`src/rtl/lut4_cfg_ctrl_pkg.sv`:
```
// ============================================================================
// Module   : lut_cfg_pkg
// Brief    : Shared widths and controller state encoding for lut4_cfg_ctrl.
// Revision : 1.0 - initial release
// ============================================================================
`default_nettype none

package lut_cfg_pkg;

  localparam int LUT_K_DEFAULT = 4;
  localparam int CFG_W         = 2 ** LUT_K_DEFAULT;
  localparam int CNT_W         = LUT_K_DEFAULT;

  typedef enum logic [1:0] {
    IDLE   = 2'd0,
    SHIFT  = 2'd1,
    LOADED = 2'd2
  } cfg_state_e;

endpackage

`default_nettype wire

```
`src/rtl/lut4_cfg_ctrl_if.sv`:
```
// ============================================================================
// Module   : lut4_cfg_ctrl_if
// Brief    : Truth-table valid/ready channel (cfg_par with LUT_CFG_PARITY_EN).
// Revision : 1.0 - initial release
// ============================================================================
`default_nettype none

interface lut4_cfg_ctrl_if
  import lut_cfg_pkg::*;
#(
  parameter int DATA_W = CFG_W
) ();

  logic              cfg_valid;
  logic              cfg_ready;
  logic [DATA_W-1:0] cfg_data;
`ifdef LUT_CFG_PARITY_EN
  logic              cfg_par;
`endif

  modport master (
    output cfg_valid,
    output cfg_data,
`ifdef LUT_CFG_PARITY_EN
    output cfg_par,
`endif
    input  cfg_ready
  );

  modport slave (
    input  cfg_valid,
    input  cfg_data,
`ifdef LUT_CFG_PARITY_EN
    input  cfg_par,
`endif
    output cfg_ready
  );

endinterface

`default_nettype wire

```
`src/rtl/lut4_cfg_ctrl_cell.sv`:
```
// ============================================================================
// Module   : lut4_cell
// Brief    : LUT cell with serial configuration chain and 2^K:1 read mux.
// Revision : 1.0 - initial release
// ============================================================================
`default_nettype none

module lut4_cell
  import lut_cfg_pkg::*;
#(
  parameter int LUT_K = LUT_K_DEFAULT
) (
  input  logic             clk,
  input  logic             rst,
  input  logic             cfg_en,
  input  logic             cfg_din,
  input  logic [LUT_K-1:0] lut_in,
  output logic             lut_out
);

  localparam int CFG_WIDTH = 2 ** LUT_K;

  logic [CFG_WIDTH-1:0] chain_q;

  // First bit shifted in ends up at the top after CFG_WIDTH shifts.
  always_ff @(posedge clk or posedge rst) begin
    if (rst) begin
      chain_q <= '0;
    end else if (cfg_en) begin
      chain_q <= {chain_q[CFG_WIDTH-2:0], cfg_din};
    end
  end

  assign lut_out = chain_q[lut_in];

endmodule

`default_nettype wire

```
`src/rtl/lut4_cfg_ctrl.sv`:
```
// ============================================================================
// Module   : lut4_cfg_ctrl
// Brief    : Serial configuration controller for one LUT cell; masks X until
//            loaded. Optional parity check enabled by LUT_CFG_PARITY_EN.
// Revision : 1.0 - initial release
// ============================================================================
`default_nettype none

module lut4_cfg_ctrl
  import lut_cfg_pkg::*;
#(
  parameter int LUT_K = LUT_K_DEFAULT
) (
  input  logic             clk,
  input  logic             rst,
  lut4_cfg_ctrl_if.slave   cfg,
  input  logic [LUT_K-1:0] lut_in,
  output logic             X,
  output logic             busy,
  output logic             done,
  output logic             cfg_err
);

  localparam int               CFG_WIDTH = 2 ** LUT_K;
  localparam logic [LUT_K-1:0] CNT_LAST  = '1;

  cfg_state_e           state_q, state_d;
  logic [CFG_WIDTH-1:0] shadow_q, shadow_d;
  logic [LUT_K-1:0]     cnt_q, cnt_d;
  logic                 loaded_q, loaded_d;
  logic                 done_q, done_d;
  logic                 accept;
  logic                 par_ok;
  logic                 shift_en;
  logic                 lut_raw;

  assign cfg.cfg_ready = (state_q != SHIFT);
  assign accept        = cfg.cfg_valid && cfg.cfg_ready;

`ifdef LUT_CFG_PARITY_EN
  logic perr_q;
  logic err_q;

  assign par_ok = ~(^{cfg.cfg_data, cfg.cfg_par});

  // Rejection is flagged one edge after the accept that carried bad parity.
  always_ff @(posedge clk or posedge rst) begin
    if (rst) begin
      perr_q <= 1'b0;
      err_q  <= 1'b0;
    end else begin
      perr_q <= accept && !par_ok;
      err_q  <= perr_q;
    end
  end

  assign cfg_err = err_q;
`else
  assign par_ok  = 1'b1;
  assign cfg_err = 1'b0;
`endif

  always_comb begin
    state_d  = state_q;
    shadow_d = shadow_q;
    cnt_d    = cnt_q;
    loaded_d = loaded_q;
    done_d   = 1'b0;
    shift_en = 1'b0;
    case (state_q)
      IDLE, LOADED: begin
        if (accept && par_ok) begin
          shadow_d = cfg.cfg_data;
          cnt_d    = '0;
          loaded_d = 1'b0;
          state_d  = SHIFT;
        end
      end
      SHIFT: begin
        shift_en = 1'b1;
        shadow_d = {shadow_q[CFG_WIDTH-2:0], 1'b0};
        cnt_d    = cnt_q + 1'b1;
        if (cnt_q == CNT_LAST) begin
          state_d  = LOADED;
          loaded_d = 1'b1;
          done_d   = 1'b1;
        end
      end
      default: state_d = IDLE;
    endcase
  end

  always_ff @(posedge clk or posedge rst) begin
    if (rst) begin
      state_q  <= IDLE;
      shadow_q <= '0;
      cnt_q    <= '0;
      loaded_q <= 1'b0;
      done_q   <= 1'b0;
    end else begin
      state_q  <= state_d;
      shadow_q <= shadow_d;
      cnt_q    <= cnt_d;
      loaded_q <= loaded_d;
      done_q   <= done_d;
    end
  end

  lut4_cell #(
    .LUT_K (LUT_K)
  ) u_cell (
    .clk     (clk),
    .rst     (rst),
    .cfg_en  (shift_en),
    .cfg_din (shadow_q[CFG_WIDTH-1]),
    .lut_in  (lut_in),
    .lut_out (lut_raw)
  );

  assign X    = loaded_q & lut_raw;
  assign busy = (state_q == SHIFT);
  assign done = done_q;

endmodule

`default_nettype wire

```
`src/flat_wrapper.sv`:
```
// flat-port wrapper written by rule: the top's interface ports become plain ports
module lut4_cfg_ctrl_flat import lut_cfg_pkg::*;
#(
  parameter int LUT_K = LUT_K_DEFAULT
)
  (clk, rst, lut_in, X, busy, done, cfg_err, cfg_cfg_valid, cfg_cfg_data, cfg_cfg_ready);
  lut4_cfg_ctrl_if cfg_i ();
  input  logic clk;
  input  logic rst;
  input  logic [LUT_K-1:0] lut_in;
  output logic X;
  output logic busy;
  output logic done;
  output logic cfg_err;
  input wire logic [$bits(cfg_i.cfg_valid)-1:0] cfg_cfg_valid;
  input wire logic [$bits(cfg_i.cfg_data)-1:0] cfg_cfg_data;
  output wire logic [$bits(cfg_i.cfg_ready)-1:0] cfg_cfg_ready;
  assign cfg_i.cfg_valid = cfg_cfg_valid;
  assign cfg_i.cfg_data = cfg_cfg_data;
  assign cfg_cfg_ready = cfg_i.cfg_ready;
  lut4_cfg_ctrl #(.LUT_K(LUT_K)) u_core (.clk(clk), .rst(rst), .cfg(cfg_i), .lut_in(lut_in), .X(X), .busy(busy), .done(done), .cfg_err(cfg_err));
endmodule
```
`config.mk`:
```
export PLATFORM = sky130hd
export DESIGN_NAME = lut4_cfg_ctrl_flat
export DESIGN_NICKNAME = d
export VERILOG_FILES = /design/src/rtl/lut4_cfg_ctrl_pkg.sv /design/src/rtl/lut4_cfg_ctrl_if.sv /design/src/rtl/lut4_cfg_ctrl_cell.sv /design/src/rtl/lut4_cfg_ctrl.sv /design/src/flat_wrapper.sv
export SDC_FILE = /design/constraint.sdc
export NUM_CORES = 1
export LEC_CHECK = 0
export BUFFER_PORTS_ARGS = -buffer_cell sky130_fd_sc_hd__buf_2
export CAP_MARGIN = 5
export CORE_MARGIN = 8
export CORE_UTILIZATION = 45
export DETAILED_ROUTE_END_ITERATION = 8
export PLACE_DENSITY = 0.68
export SETUP_SLACK_MARGIN = 0.3
export SLEW_MARGIN = 20
export SYNTH_ARGS = -nofsm -noshare
export SYNTH_HDL_FRONTEND = slang
export SYNTH_SLANG_ARGS = --single-unit
```
`constraint.sdc`:
```
create_clock -name clk -period 1.1 [get_ports clk]
set_input_delay 0.055 -clock clk [delete_from_list [all_inputs] [get_ports clk]]
set_output_delay 0.055 -clock clk [all_outputs]
set_load 0.005 [all_outputs]
```
Yosys cells after proc, flatten, opt, wreduce, memory -nomap -nowiden:

Index checks and enable logic that the tools add are counted.

* $add $sub $neg: 1
* magnitude comparators: 1
* eq/ne operators: 6
* multiplexer cells: 15
* bitwise operators: 1
* reductions and logical operators: 7

Operator list (number)
* case mux 16 bit (2 select lines): 1
* 2-to-1 mux 16 bit: 1
* case mux 4 bit (2 select lines): 1
* 2-to-1 mux 1 bit: 6
* != test 2 x 1 -> 1 bit, second input constant: 3
* < comparator 4 x 5 -> 1 bit, second input constant: 1
* adder 4 x 1 -> 4 bit, second input constant: 1
* binary-select mux 1 bit (select 4 bit): 1
* equality test 4 bit, second input constant: 1
* 2-to-1 mux 2 bit: 2
* 2-to-1 mux 4 bit: 1
* case mux 2 bit (2 select lines): 1
* AND reduction 2 bit: 2
* AND reduction 3 bit: 1
* equality test 2 x 1 -> 1 bit, second input constant: 1
* equality test 2 bit, second input constant: 1
* logical NOT 2 bit: 1
* case mux 1 bit (2 select lines): 1
* nonzero test 2 bit: 1
* OR reduction 2 bit: 1
* bitwise AND 1 bit: 1
* logical AND 1 bit: 1

* bits in registers: 40
* bits of input ports: 23
* output and inout port bits: 5
* logic and storage cells: 37

Logic depth before layout (Yosys ltp):

Gate-level depths: netlist of the first run.

* word-level depth: 4
* gate-level depth with buffers: 6
* depth with buffers taken out: 5

Modules after synthesis:

Synthesis of the first run repeated with hierarchy kept, for this count alone.

* cells, all modules: 145
* area total of the unflattened synthesis: 1810.5 um^2

Modules (own cells, without submodules)
* lut4_cfg_ctrl: instances 1, cells an instance 103, area each 1081.0 um^2, seq. area each 600.6 um^2
* lut4_cell: instances 1, cells an instance 42, area each 729.4 um^2, seq. area each 400.4 um^2

Worst setup path before layout of the first run:

OpenSTA, ideal clock, no wires.

* path type: register to register
* from: register u_core.state_q[0]
* to: register u_core.shadow_q[1]
* setup time: 0.124 ns
* arrival time: 1.082 ns
* data required time: 0.976 ns
* slack: -0.106 ns
* cell stages (with the launch flop): 7
* path buffers: 2
* clock period less this slack: 1.206 ns
* cells stage by stage: dfrtp_1 nand2b_1 inv_1 buf_2 buf_2 a22oi_1 nand2_1

* longest elaborated chain between the ends: 4
* elaborated cells on any way between the ends: 10
* classes of those cells: 4 x eq/ne; 1 x mux; 5 x reduce/logical

Ends and longest elaborated chain
* start, declared: RTL line lut4_cfg_ctrl.sv:27 `cfg_state_e state_q, state_d;`
* start signal, assigned: RTL line lut4_cfg_ctrl.sv:101 `state_q <= state_d;`
* equality test 2 bit (tied with other cells): RTL line lut4_cfg_ctrl.sv:70 `case (state_q)`
* OR reduction 2 bit or logical AND 1 bit (tied branches): RTL line lut4_cfg_ctrl.sv:70, lut4_cfg_ctrl.sv:38
* != test 2 x 1 -> 1 bit (no source line) or nonzero test 2 bit (tied branches)
* AND reduction 2 bit (no source line)
* end signal, assigned: RTL line lut4_cfg_ctrl.sv:102 `shadow_q <= shadow_d;`
* end, declared: RTL line lut4_cfg_ctrl.sv:28 `logic [CFG_WIDTH-1:0] shadow_q, shadow_d;`

Several ways; a longest one is shown, not always the timed one.
A chain may end at the register's enable or synchronous reset.

Final worst setup path of the first run:

* from: register u_core.u_cell.chain_q[13]
* to: output X

* longest elaborated chain between the ends: 3

Ends and longest elaborated chain
* start, declared: RTL line lut4_cfg_ctrl_cell.sv:23 `logic [CFG_WIDTH-1:0] chain_q;`
* start signal, assigned: RTL line lut4_cfg_ctrl_cell.sv:30 `chain_q <= {chain_q[CFG_WIDTH-2:0], cfg_din};`
* binary-select mux 1 bit (select 4 bit): RTL line lut4_cfg_ctrl_cell.sv:34 `assign lut_out = chain_q[lut_in];`
* 2-to-1 mux 1 bit (not written as such): RTL line lut4_cfg_ctrl_cell.sv:34
* bitwise AND 1 bit: RTL line lut4_cfg_ctrl.sv:120 `assign X = loaded_q & lut_raw;`
* end, declared: RTL line flat_wrapper.sv:11 `output logic X;`

No other way between the ends. The select of a mux whose other input is x is not followed.

==> impl_results.md, run 1 <==
* Status: finished, violations left
* Failing checks: negative setup slack
* CP startpoint kind: flip-flop
* Storage cell area at around 1000 µm²
* Ant. Diodes at 0
* Yosys warnings at 0
* Cell Count Post-Placement at 269
* Final hold viol count at 0
* Post-synth ARST share at 1.00
* Top cells by count, synth: nand2_1 (70), dfrtp_1 (40), nor2_1 (19)
* Antenna Nets Post-Route at 0
* Filler cells at around 200
* Chip width at 78.4 µm
* Most common cell in the synthesized netlist: nand2_1
* Drt first pass iters at 4
* Worst endpoint data arrival time at about 1.5 ns
* Area growth syn-to-layout at 68.7%
* Hold Crit Start: cfg_cfg_data[0]
* Gr usage total at 0.170
* P_leak at between 1 and 1.5 nW
* Adder-cell share of the synthesized area at 0.00715
* Post-Route WL at roughly 5400 µm
* Die Y at 78.4 µm
* VDD IR max at approximately 0.0016 V
* Post-Synth Simple-Gate Area at 0.227
* Final std cells w/o fill at 309
* CTS H-Tree Depth at 2
* Dpl hpwl at 2620 µm
* Hold path depth at 2
* Max-cap violations at 0
* Std-Cell Rows at 22
* Worst r2r src: u_core.state_q[0]
* Initial Utilization at 0.475
* Hold Crit Class: in2reg
* Highest clock rate at about 630 MHz
* Worst Hold Margin at roughly 0.0077 ns
* Worst R2R End: u_core.u_cell.chain_q[6]
* CTS sink cnt at 40
* Post-synthesis compound-gate area fraction at 0.103
* First DRT Iteration DRCs at 101
* Power Density at between 2000 and 3000 nW/µm²
* Crit share post-route at 1.45
* CP max FO at 2
* Top cell type's share of synthesized area at 0.572
* Number of global-route vias before repair at 1757
* Avg WL per Cell at between 15 and 20 µm
* Initial antenna violation count at 0
* Pins Over Slew Limit at 0
* Area of the multi-input gates at 1000 µm²
* Post-route clock skew at a little under 0.008 ns
* Number of library cell types mapped by synthesis at 23
* Drt via density at approximately 5.4
* Total CTS buffers at 5
* Worst r2r path cells at 7
* Post-Syn Area at approximately 1800 µm²
* WHS Endpoint: u_core.shadow_q[0]
* Largest net degree at the start of global routing at between 40 and 50
* Layout cell share with drive strength beyond 1 at 0.533
* Mux cell area share after synthesis at 0.0486
* Clock slew at reported path FFs at 0.08 ns
* Port Buffers at 26
* Area leader, netlist: dfrtp_1
* First-pass GRT wire length at 8360 µm
* Fin crit period at between 1.5 and 2 ns
* Synth area leaders: dfrtp_1 (57%), nand2_1 (15%), nor2_1 (4.1%), o22ai_1 (3.6%), a22oi_1 (3.0%)
* Worst endpoint required time at 1.04 ns
* Post-synth EDFFs at 0
* Clock latency on the worst-skew pair at 0.29 ns
* Syn_area_per_cell at approximately 9.4 µm²
* Final setup fails at 41
* Syn Inst Count at 187
* Post-route setup slack at -0.490 ns
* DR vias at about 1700
* XOR/XNOR share of the synthesized area at 0
* Seq/Total Area, Yosys at 0.572
* Largest family of logic cells by synthesized area: simple AND/OR/NAND/NOR gates
* R2R setup slack at -0.18 ns
* Worst setup EP type: output pin
* Synth Flop Type: dfrtp_1
* Pre-CTS setup slack at -0.186 ns
* Total Die Area at a little over 6000 µm²
* Drt drc at 0
* Clk root buf: clkbuf_8
* RSZ-0062 raised after global routing: true
* Tot Pwr at a little under 0.009 W
* Overflow after GRT at 0
* Synthesized flop and latch total at 40
* CTS tree: built
* Core box area at 3690 µm²
* Synth Net Count at ~210
* Max Root-Sink Buffers at 2
* Crit Path Category: reg2out
* I/O pin count at 28
* Net count, final at 284
* Final Wtd Congestion at about 0.76
[power breakdown]
| group | internal [W] | switching, W | total, W |
|---|---|---|---|
| Clock | 0.000512 | 0.000499 | 0.00101 |
| Combinational | 0.00284 | 0.00217 | 0.00500 |
| Sequential | 0.00215 | 0.000612 | 0.00276 |
| Total | 0.00550 | 0.00328 | 0.00878 |
[repair_timing]
item	4_1_cts	5_1_grt
pin swaps	42	23
cloned	4	0
buffers inserted	17	3
setup endpoints to repair	44	44
hold buffers	8	0
hold endpoints to repair	47	0
gates resized for setup	70	42
[critical path, stage by stage (launching register included)]
cell and delay (ns):
dfrtp_1 0.39, mux4_2 0.47, o211ai_1 0.17, o22ai_1 0.08, buf_2 0.13
[placed cells by master, fill, tap and decap left out, drive strengths merged, types with 2 or more instances in the layout]
| cell type | n |
|---|---|
| a22oi | 7 |
| nand3 | 4 |
| nand2b | 4 |
| nor2b | 2 |
| clkbuf | 8 |
| dfrtp | 40 |
| o211ai | 2 |
| nand2 | 70 |
| buf | 68 |
| mux4 | 2 |
| o21ai | 4 |
| o22ai | 10 |
| mux2i | 4 |
| a22o | 2 |
| nor2 | 19 |
| dlygate4sd3 | 8 |
[metrics by stage]
stage,setup TNS [ns],util,instance area (µm²)
finish,-5.06,0.801,2950
global route,-6.48,0.801,2950
CTS,-3.79,0.754,2780
detailed placement,-2.62,0.562,2070
global placement,-1.63,0.562,2070
floorplan,-0.0786,-,1810
[flip-flops by register name, summed over array words and instances (netlist names)]
signal	flops
u_core.done	1
u_core.shadow_q	16
u_core.state_q	2
u_core.cnt_q	4
u_core.loaded_q	1
u_core.u_cell.chain_q	16
[layout make-up]
| cell class | count | area share |
|---|---|---|
| multi-input cells | 134 | 0.340 |
| flip-flops and latches | 40 | 0.339 |
| repair buffers | 77 | 0.264 |
| clock buffers | 8 | 0.0305 |
| well taps | 48 | 0.0203 |
| inverters | 2 | 0.00551 |
[kinds of logic (layout without fill, tap and decap cells)]
kind of cell / after synthesis / count (layout)
AOI/OAI and AO/OA: 26 / 26
adders and majority gates: 1 / 1
and+or+nand+nor: 100 / 100
buffers and inverters: 13 / 87
other: 1 / 1
muxes: 6 / 6
DFF: 40 / 40
[how the worst max path moves through the flow]
stage                               from  slack, ns               to  cells past startpoint
2_1_floorplan  u_core.u_cell.chain_q[13]      -0.02                X                      3
3_5_place_dp           u_core.state_q[0]      -0.19  u_core.cnt_q[2]                      5
3_3_place_gp   u_core.u_cell.chain_q[13]      -0.14                X                      4
4_1_cts         u_core.u_cell.chain_q[4]      -0.46                X                      4
5_1_grt        u_core.u_cell.chain_q[13]      -0.58                X                      4
6_report       u_core.u_cell.chain_q[13]      -0.49                X                      4
[routing by layer]
layer	vias to the layer above	global-route usage	routed length, µm
met4	0	0.0556	96
met1	837	0.191	2080
met5	-	0	0
li1	768	-	-
met2	42	0.313	3020
met3	12	0.0308	193
No activity file was read; power rests on OpenSTA's default activity.
==> inputs of run 2 (changes only) <==
--- a/config.mk
+++ b/config.mk
@@ -5,10 +5,12 @@
 export SDC_FILE = /design/constraint.sdc
 export NUM_CORES = 1
 export LEC_CHECK = 0
+export ABC_CLOCK_PERIOD_IN_PS = 1100
 export BUFFER_PORTS_ARGS = -buffer_cell sky130_fd_sc_hd__buf_2
 export CAP_MARGIN = 5
 export CORE_MARGIN = 8
 export CORE_UTILIZATION = 45
+export CTS_BUF_LIST = sky130_fd_sc_hd__clkbuf_8
 export DETAILED_ROUTE_END_ITERATION = 8
 export PLACE_DENSITY = 0.68
 export SETUP_SLACK_MARGIN = 0.3
==> impl_results.md, run 2 (synthesized netlist as in run 1, its figures left out) <==
* Worst Setup EP: X (unchanged)
* Clk root buf: clkbuf_8 (unchanged)
* Total Die Area at 6140 µm² (unchanged)
* CTS sink cnt at 40 (unchanged)
* Most frequent cells in the layout: dfrtp_1 (39), nand2_1 (36), buf_2 (24) (was dfrtp_1 (39), nand2_1 (37), buf_2 (24))
* VDD IR max at 0.00160 V (about the same)
* Post-route clock skew at 0.00962 ns (was 0.00778 ns)
* First DRT Iteration DRCs at 99 (was 101)
* First-pass GRT wire length at 8480 µm (was 8360 µm)
* Initial antenna violation count at 0 (unchanged)
* Status: finished, violations left (unchanged)
* Max Root-Sink Buffers at 2 (unchanged)
* Area growth syn-to-layout at 69.1% (was 68.7%)
* Worst endpoint data arrival time at 1.56 ns (was 1.54 ns)
* Final Wtd Congestion at 0.760 (unchanged)
* Hold path depth at 2 (unchanged)
* CP Cell Sequence: mux4_2, o211ai_1, o22ai_1, buf_2 (unchanged)
* Drt first pass iters at 4 (unchanged)
* Placed cell area at 2070 µm² (unchanged)
* Crit Path Category: reg2out (unchanged)
* Highest clock rate at 620 MHz (was 629 MHz)
* Hold Crit Class: in2reg (unchanged)
* Registers with the most flip-flops: u_core.shadow_q (16), u_core.u_cell.chain_q (16), u_core.cnt_q (4) (unchanged)
* Port Buffers at 26 (unchanged)
* Number of global-route vias before repair at 1786 (was 1757)
* Final setup fails at 41 (unchanged)
* Worst Path Buf+Inv at 1 (unchanged)
* Crit share post-route at 1.47 (was 1.45)
* CTS H-Tree Depth at 2 (unchanged)
* Worst Hold Margin at 0.00429 ns (was 0.00772 ns)
* Die Y at 78.4 µm (unchanged)
* Net count, final at 284 (unchanged)
* Commonest non-fill, non-tap cell in the layout: dfrtp_1 (unchanged)
* CP startpoint kind: flip-flop (unchanged)
* CP Depth at 4 (unchanged)
* Chip width at 78.4 µm (unchanged)
* CP max FO at 2 (unchanged)
* Worst r2r src: u_core.state_q[0] (unchanged)
* CTS tree: built (unchanged)
* Power Density at 2980 nW/µm² (was 2970 nW/µm²)
* Layout cell share with drive strength beyond 1 at 0.536 (was 0.533)
* Worst R2R End: u_core.shadow_q[2] (was u_core.u_cell.chain_q[6])
* Worst path top cell family by delay: multiplexers (unchanged)
* Pins Over Slew Limit at 0 (unchanged)
* P_leak at 1.46 nW (was 1.44 nW)
* Tot Pwr at 0.00881 W (was 0.00878 W)
* Antenna Nets Post-Route at 0 (unchanged)
* Max-cap violations at 0 (unchanged)
* Dpl hpwl at 2620 µm (unchanged)
* Failing checks: negative setup slack (unchanged)
* DR vias at 1663 (was 1659)
* Overflow after GRT at 0 (unchanged)
* CP max stage delay at 0.48 ns (was 0.47 ns)
* Ant. Diodes at 0 (unchanged)
* Initial Utilization at 0.475 (unchanged)
* Post-Route WL at 5550 µm (was 5390 µm)
* Worst setup EP type: output pin (unchanged)
* Total CTS buffers at 5 (unchanged)
* Drt via density at 5.38 (was 5.37)
* Final hold viol count at 0 (unchanged)
* Design Area, Final at 2960 µm² (was 2950 µm²)
* Largest net degree at the start of global routing at 41 (unchanged)
* Crit-path slowest cell: mux4_2 (unchanged)
* Avg WL per Cell at 18.0 µm (was 17.4 µm)
* Std-Cell Rows at 22 (unchanged)
* CP Launch Point: u_core.u_cell.chain_q[13] (unchanged)
* R2R setup slack at -0.17 ns (was -0.18 ns)
* Post-route setup slack at -0.513 ns (was -0.490 ns)
* Clock slew at reported path FFs at 0.08 ns (about the same)
* I/O pin count at 28 (unchanged)
* Fin crit period at 1.61 ns (was 1.59 ns)
* RSZ-0062 raised after global routing: true (unchanged)
* Clock latency on the worst-skew pair at 0.29 ns (about the same)
* Worst endpoint required time at 1.04 ns (about the same)
* Gr usage total at 0.174 (was 0.170)
* Drt drc at 0 (unchanged)
* Core box area at 3690 µm² (unchanged)
* Worst r2r path cells at 6 (was 7)
==> run 2: per-layer routing <==
metal  wire [µm]  track usage  part of all wire  vias up
met5           0            0                 0        -
met4         220       0.0704             0.040        0
met3         191       0.0319             0.034       18
met2        3010        0.316              0.54       45
met1        2130        0.195              0.38      829
li1            -            -                 -      771
==> run 2: power breakdown <==
| part | switching [W] | total (W) | internal [W] |
|---|---|---|---|
| sequential | 0.000628 | 0.00278 | 0.00215 |
| combinational | 0.00220 | 0.00504 | 0.00284 |
| clock | 0.000502 | 0.000995 | 0.000493 |
==> run 2: worst register-to-register path, stage by stage (launching register included) <==
cell and delay, ns:
dfrtp_2 0.46, nand2b_4 0.14, inv_6 0.06, buf_6 0.12, buf_12 0.13, a22oi_2 0.18
nand2_1 0.09
==> run 2: through the flow <==
step	setup WS (ns)	utilization	instances	setup TNS, ns
after global placement	-0.138	0.562	269	-1.63
final	-0.513	0.803	309	-4.85
after global routing	-0.605	0.803	309	-6.48
after detailed placement	-0.186	0.562	269	-2.62
after floorplan	-0.0226	-	187	-0.0786
after CTS	-0.465	0.754	306	-3.80
==> run 2: what timing repair did <==
action / CTS / global route
resized for setup: 69 / 45
buffers inserted: 17 / 3
cloned: 4 / 0
hold buffers: 8 / 0
pin swaps: 43 / 24
setup endpoints to repair: 44 / 44
hold endpoints to repair: 47 / 0
==> run 2: layout make-up <==
type,count,area (µm²)
multi-input cells,134,1010
flip-flops and latches,40,1000
fillers,205,728
inverters,2,16.3
well taps,48,60.1
clock buffers,6,82.6
clock inverters,2,7.51
repair buffers,77,781
==> run 2: worst min path at each step <==
| stage | endpoint | startpoint | slack [ns] |
|---|---|---|---|
| 3_5_place_dp | u_core.shadow_q[15] | rst | 0.13 |
| 5_1_grt | u_core.shadow_q[0] | cfg_cfg_data[0] | -0.0007 |
| 6_report | u_core.shadow_q[0] | cfg_cfg_data[0] | 0.004 |
| 4_1_cts | u_core.shadow_q[0] | cfg_cfg_data[0] | 0.003 |
| 2_1_floorplan | u_core.cnt_q[0] | rst | 0.03 |
| 3_3_place_gp | u_core.u_cell.chain_q[3] | rst | 0.11 |
==> inputs of run 3 (changes only) <==
--- a/config.mk
+++ b/config.mk
@@ -5,6 +5,7 @@
 export SDC_FILE = /design/constraint.sdc
 export NUM_CORES = 1
 export LEC_CHECK = 0
+export ABC_AREA = 1
 export ABC_CLOCK_PERIOD_IN_PS = 1100
 export BUFFER_PORTS_ARGS = -buffer_cell sky130_fd_sc_hd__buf_2
 export CAP_MARGIN = 5
==> impl_results.md, run 3 <==
* Status: finished, violations left (unchanged)
* Failing checks: negative setup slack (unchanged)
* Fin crit period at 1.37 ns (was 1.61 ns)
* CP max stage delay at 0.40 ns (was 0.48 ns)
* First DRT Iteration DRCs at 118 (was 99)
* Post-Syn Area at 1830 µm² (was 1750 µm²)
* Synth Net Count at 240 (was 211)
* Final hold viol count at 0 (unchanged)
* Post-Synth Simple-Gate Area at 0.212 (was 0.227)
* Worst endpoint data arrival time at 1.32 ns (was 1.56 ns)
* Avg WL per Cell at 16.3 µm (was 18.0 µm)
* VDD IR max at 0.00165 V (was 0.00160 V)
* Most frequent cells in the layout: dfrtp_1 (39), nand2_1 (33), buf_2 (24) (was dfrtp_1 (39), nand2_1 (36), buf_2 (24))
* CTS tree: built (unchanged)
* Most common cell in the synthesized netlist: nand2_1 (unchanged)
* Final setup fails at 34 (was 41)
* Clock latency on the worst-skew pair at 0.30 ns (was 0.29 ns)
* Commonest non-fill, non-tap cell in the layout: dfrtp_1 (unchanged)
* Port Buffers at 26 (unchanged)
* Core box area at 3940 µm² (was 3690 µm²)
* Crit Path Category: reg2out (unchanged)
* Chip width at 79.7 µm (was 78.4 µm)
* Mux cell area share after synthesis at 0 (was 0.0486)
* Initial antenna violation count at 0 (unchanged)
* Final std cells w/o fill at 337 (was 309)
* Total Die Area at 6350 µm² (was 6140 µm²)
* Area leader, netlist: dfrtp_1 (unchanged)
* P_leak at 1.45 nW (was 1.46 nW)
* Yosys warnings at 0 (unchanged)
* Total CTS buffers at 5 (unchanged)
* Drt via density at 5.26 (was 5.38)
* XOR/XNOR share of the synthesized area at 0 (unchanged)
* CP Cell Sequence: inv_2, nand2_1, nand3_2, nand3_2, nand3_2, a21oi_2, buf_2 (was mux4_2, o211ai_1, o22ai_1, buf_2)
* Syn_area_per_cell at 8.45 µm² (was 9.36 µm²)
* Layout cell share with drive strength beyond 1 at 0.540 (was 0.536)
* Synth area leaders: dfrtp_1 (55%), nand2_1 (12%), inv_1 (5.8%), nand3_1 (5.2%), o21ai_0 (4.9%) (was dfrtp_1 (57%), nand2_1 (15%), nor2_1 (4.1%), o22ai_1 (3.6%), a22oi_1 (3.0%))
* Post-route setup slack at -0.274 ns (was -0.513 ns)
* Crit-path slowest cell: dfrtp_1 (was mux4_2)
* Number of global-route vias before repair at 1615 (was 1786)
* Std-Cell Rows at 23 (was 22)
* Worst path top cell family by delay: flip-flops (was multiplexers)
* Adder-cell share of the synthesized area at 0.00685 (was 0.00715)
* Drt drc at 0 (unchanged)
* Worst Path Buf+Inv at 2 (was 1)
* Post-route clock skew at 0.00717 ns (was 0.00962 ns)
* Pins Over Slew Limit at 0 (unchanged)
* CP dominant cell by count: nand3_2
* Max Root-Sink Buffers at 2 (unchanged)
* Registers with the most flip-flops: u_core.shadow_q (16), u_core.u_cell.chain_q (16), u_core.cnt_q (4) (unchanged)
* Overflow after GRT at 0 (unchanged)
* Synthesized flop and latch total at 40 (unchanged)
* Die Y at 79.7 µm (was 78.4 µm)
* CTS H-Tree Depth at 2 (unchanged)
* Worst setup EP type: output pin (unchanged)
* Syn Inst Count at 216 (was 187)
* Number of library cell types mapped by synthesis at 22 (was 23)
* RSZ-0062 raised after global routing: true (unchanged)
* Largest net degree at the start of global routing at 21 (was 41)
* Crit share post-route at 1.25 (was 1.47)
* Dpl hpwl at 2620 µm (unchanged)
* I/O pin count at 28 (unchanged)
* Net count, final at 310 (was 284)
* First-pass GRT wire length at 7350 µm (was 8480 µm)
* Area growth syn-to-layout at 61.9% (was 69.1%)
* Clk root buf: clkbuf_8 (unchanged)
* Highest clock rate at 728 MHz (was 620 MHz)
* Final Wtd Congestion at 0.826 (was 0.760)
* Largest family of logic cells by synthesized area: simple AND/OR/NAND/NOR gates (unchanged)
* Top cells by count, synth: nand2_1 (56), dfrtp_1 (40), inv_1 (28) (was nand2_1 (70), dfrtp_1 (40), nor2_1 (19))
* Post-Route WL at 5490 µm (was 5550 µm)
* Seq/Total Area, Yosys at 0.548 (was 0.572)
* Initial Utilization at 0.463 (was 0.475)
* Power Density at 2840 nW/µm² (was 2980 nW/µm²)
* Post-synth EDFFs at 0 (unchanged)
* Post-synth ARST share at 1.00 (unchanged)
* Post-synthesis compound-gate area fraction at 0.123 (was 0.103)
* Gr usage total at 0.148 (was 0.174)
* DR vias at 1774 (was 1663)
* Worst endpoint required time at 1.04 ns (about the same)
* Max-cap violations at 0 (unchanged)
* CTS sink cnt at 40 (unchanged)
* Synth Flop Type: dfrtp_1 (unchanged)
* Top cell type's share of synthesized area at 0.548 (was 0.572)
* Pre-CTS setup slack at -0.0900 ns (was -0.186 ns)
* Ant. Diodes at 0 (unchanged)
* CP max FO at 2 (unchanged)
* Clock slew at reported path FFs at 0.08 ns (about the same)
* Hold Crit Class: in2reg (unchanged)
* Drt first pass iters at 4 (unchanged)
* Antenna Nets Post-Route at 0 (unchanged)
* Tot Pwr at 0.00840 W (was 0.00881 W)
* CP startpoint kind: flip-flop (unchanged)
* Cell Count Post-Placement at 294 (was 269)
[run 3: cell types whose count changed after synthesis, sizes merged, moves of 2 or more]
cell    delta
a22oi      -7
nor2       -2
mux4       -2
o21ai     +18
inv       +30
nand2b     -4
nand2     -12
a21oi      +4
nand3     +15
buf        -2
nor2b      -2
mux2i      -4
o22ai      -2
[run 3: cells by family (layout without fill, tap and decap cells)]
group	count (synthesis)	in the layout
buffers and inverters	41	112
adder cells (fa/ha/maj)	1	1
flip-flops	40	40
AO/OA/AOI/OAI	39	39
AND/OR/NAND/NOR	94	94
other	1	1
[run 3: power by group]
part | internal [W] | switching (W)
logic | 0.00236 | 0.00232
registers | 0.00215 | 0.000551
clock network | 0.000494 | 0.000535
total | 0.00500 | 0.00340
[run 3: layout make-up]
cell class	instances	area (µm²)
clock buffer	6	82.6
tap	50	62.6
fill	227	987
inverter	32	141
sequential	40	1000
timing repair buffer	71	671
multi-input combinational	135	972
timing repair inverter	1	16.3
clock inverter	2	7.51
[run 3: final timing paths]
path / cells after the start / endpoint / from / slack, ns
hold reg to reg: 2 / u_core.u_cell.chain_q[6] / u_core.u_cell.chain_q[6] / 0.49
min in group asynchronous: 3 / u_core.u_cell.chain_q[12] / rst / 0.28
setup / recovery: 7 / X / u_core.u_cell.chain_q[1] / -0.27
hold / removal: 3 / u_core.shadow_q[9] / cfg_cfg_data[9] / 0.02
setup reg to reg: 6 / u_core.shadow_q[14] / u_core.state_q[0] / -0.10
max in group asynchronous: 4 / u_core.u_cell.chain_q[7] / rst / 0.40
[run 3: timing repair]
| item | CTS | global route |
|---|---|---|
| pin swaps | 13 | 18 |
| endpoints found under the hold margin | 23 | 0 |
| endpoints found under the setup margin | 44 | 44 |
| buffers inserted | 9 | 12 |
| hold buffers | 10 | 0 |
| resized for setup | 73 | 66 |
| cloned | 3 | 1 |
[run 3: tightest hold or removal path, stage by stage]
cell and delay, ns:
buf_2 0.08, o22ai_1 0.08, nor2_1 0.08
[run 3: metal layers]
metal  up-vias  global-route usage  routed length [µm]
li1        828                   -                   -
met1       858               0.187                2270
met2        70               0.232                2750
met3        18              0.0338                 305
met4         0              0.0722                 169
met5         -                   0                   0
[run 3: through the flow]
stage          utilization  cell area, µm²  hold WS [ns]  setup TNS (ns)
6_report             0.750            2960        0.0161           -2.29
5_1_grt              0.750            2960        0.0373           -3.72
4_1_cts              0.662            2610        0.0201          -0.760
3_5_place_dp         0.524            2060        0.0616           -1.05
3_3_place_gp         0.524            2060        0.0608          -0.338
2_1_floorplan            -            1840        0.0338               0
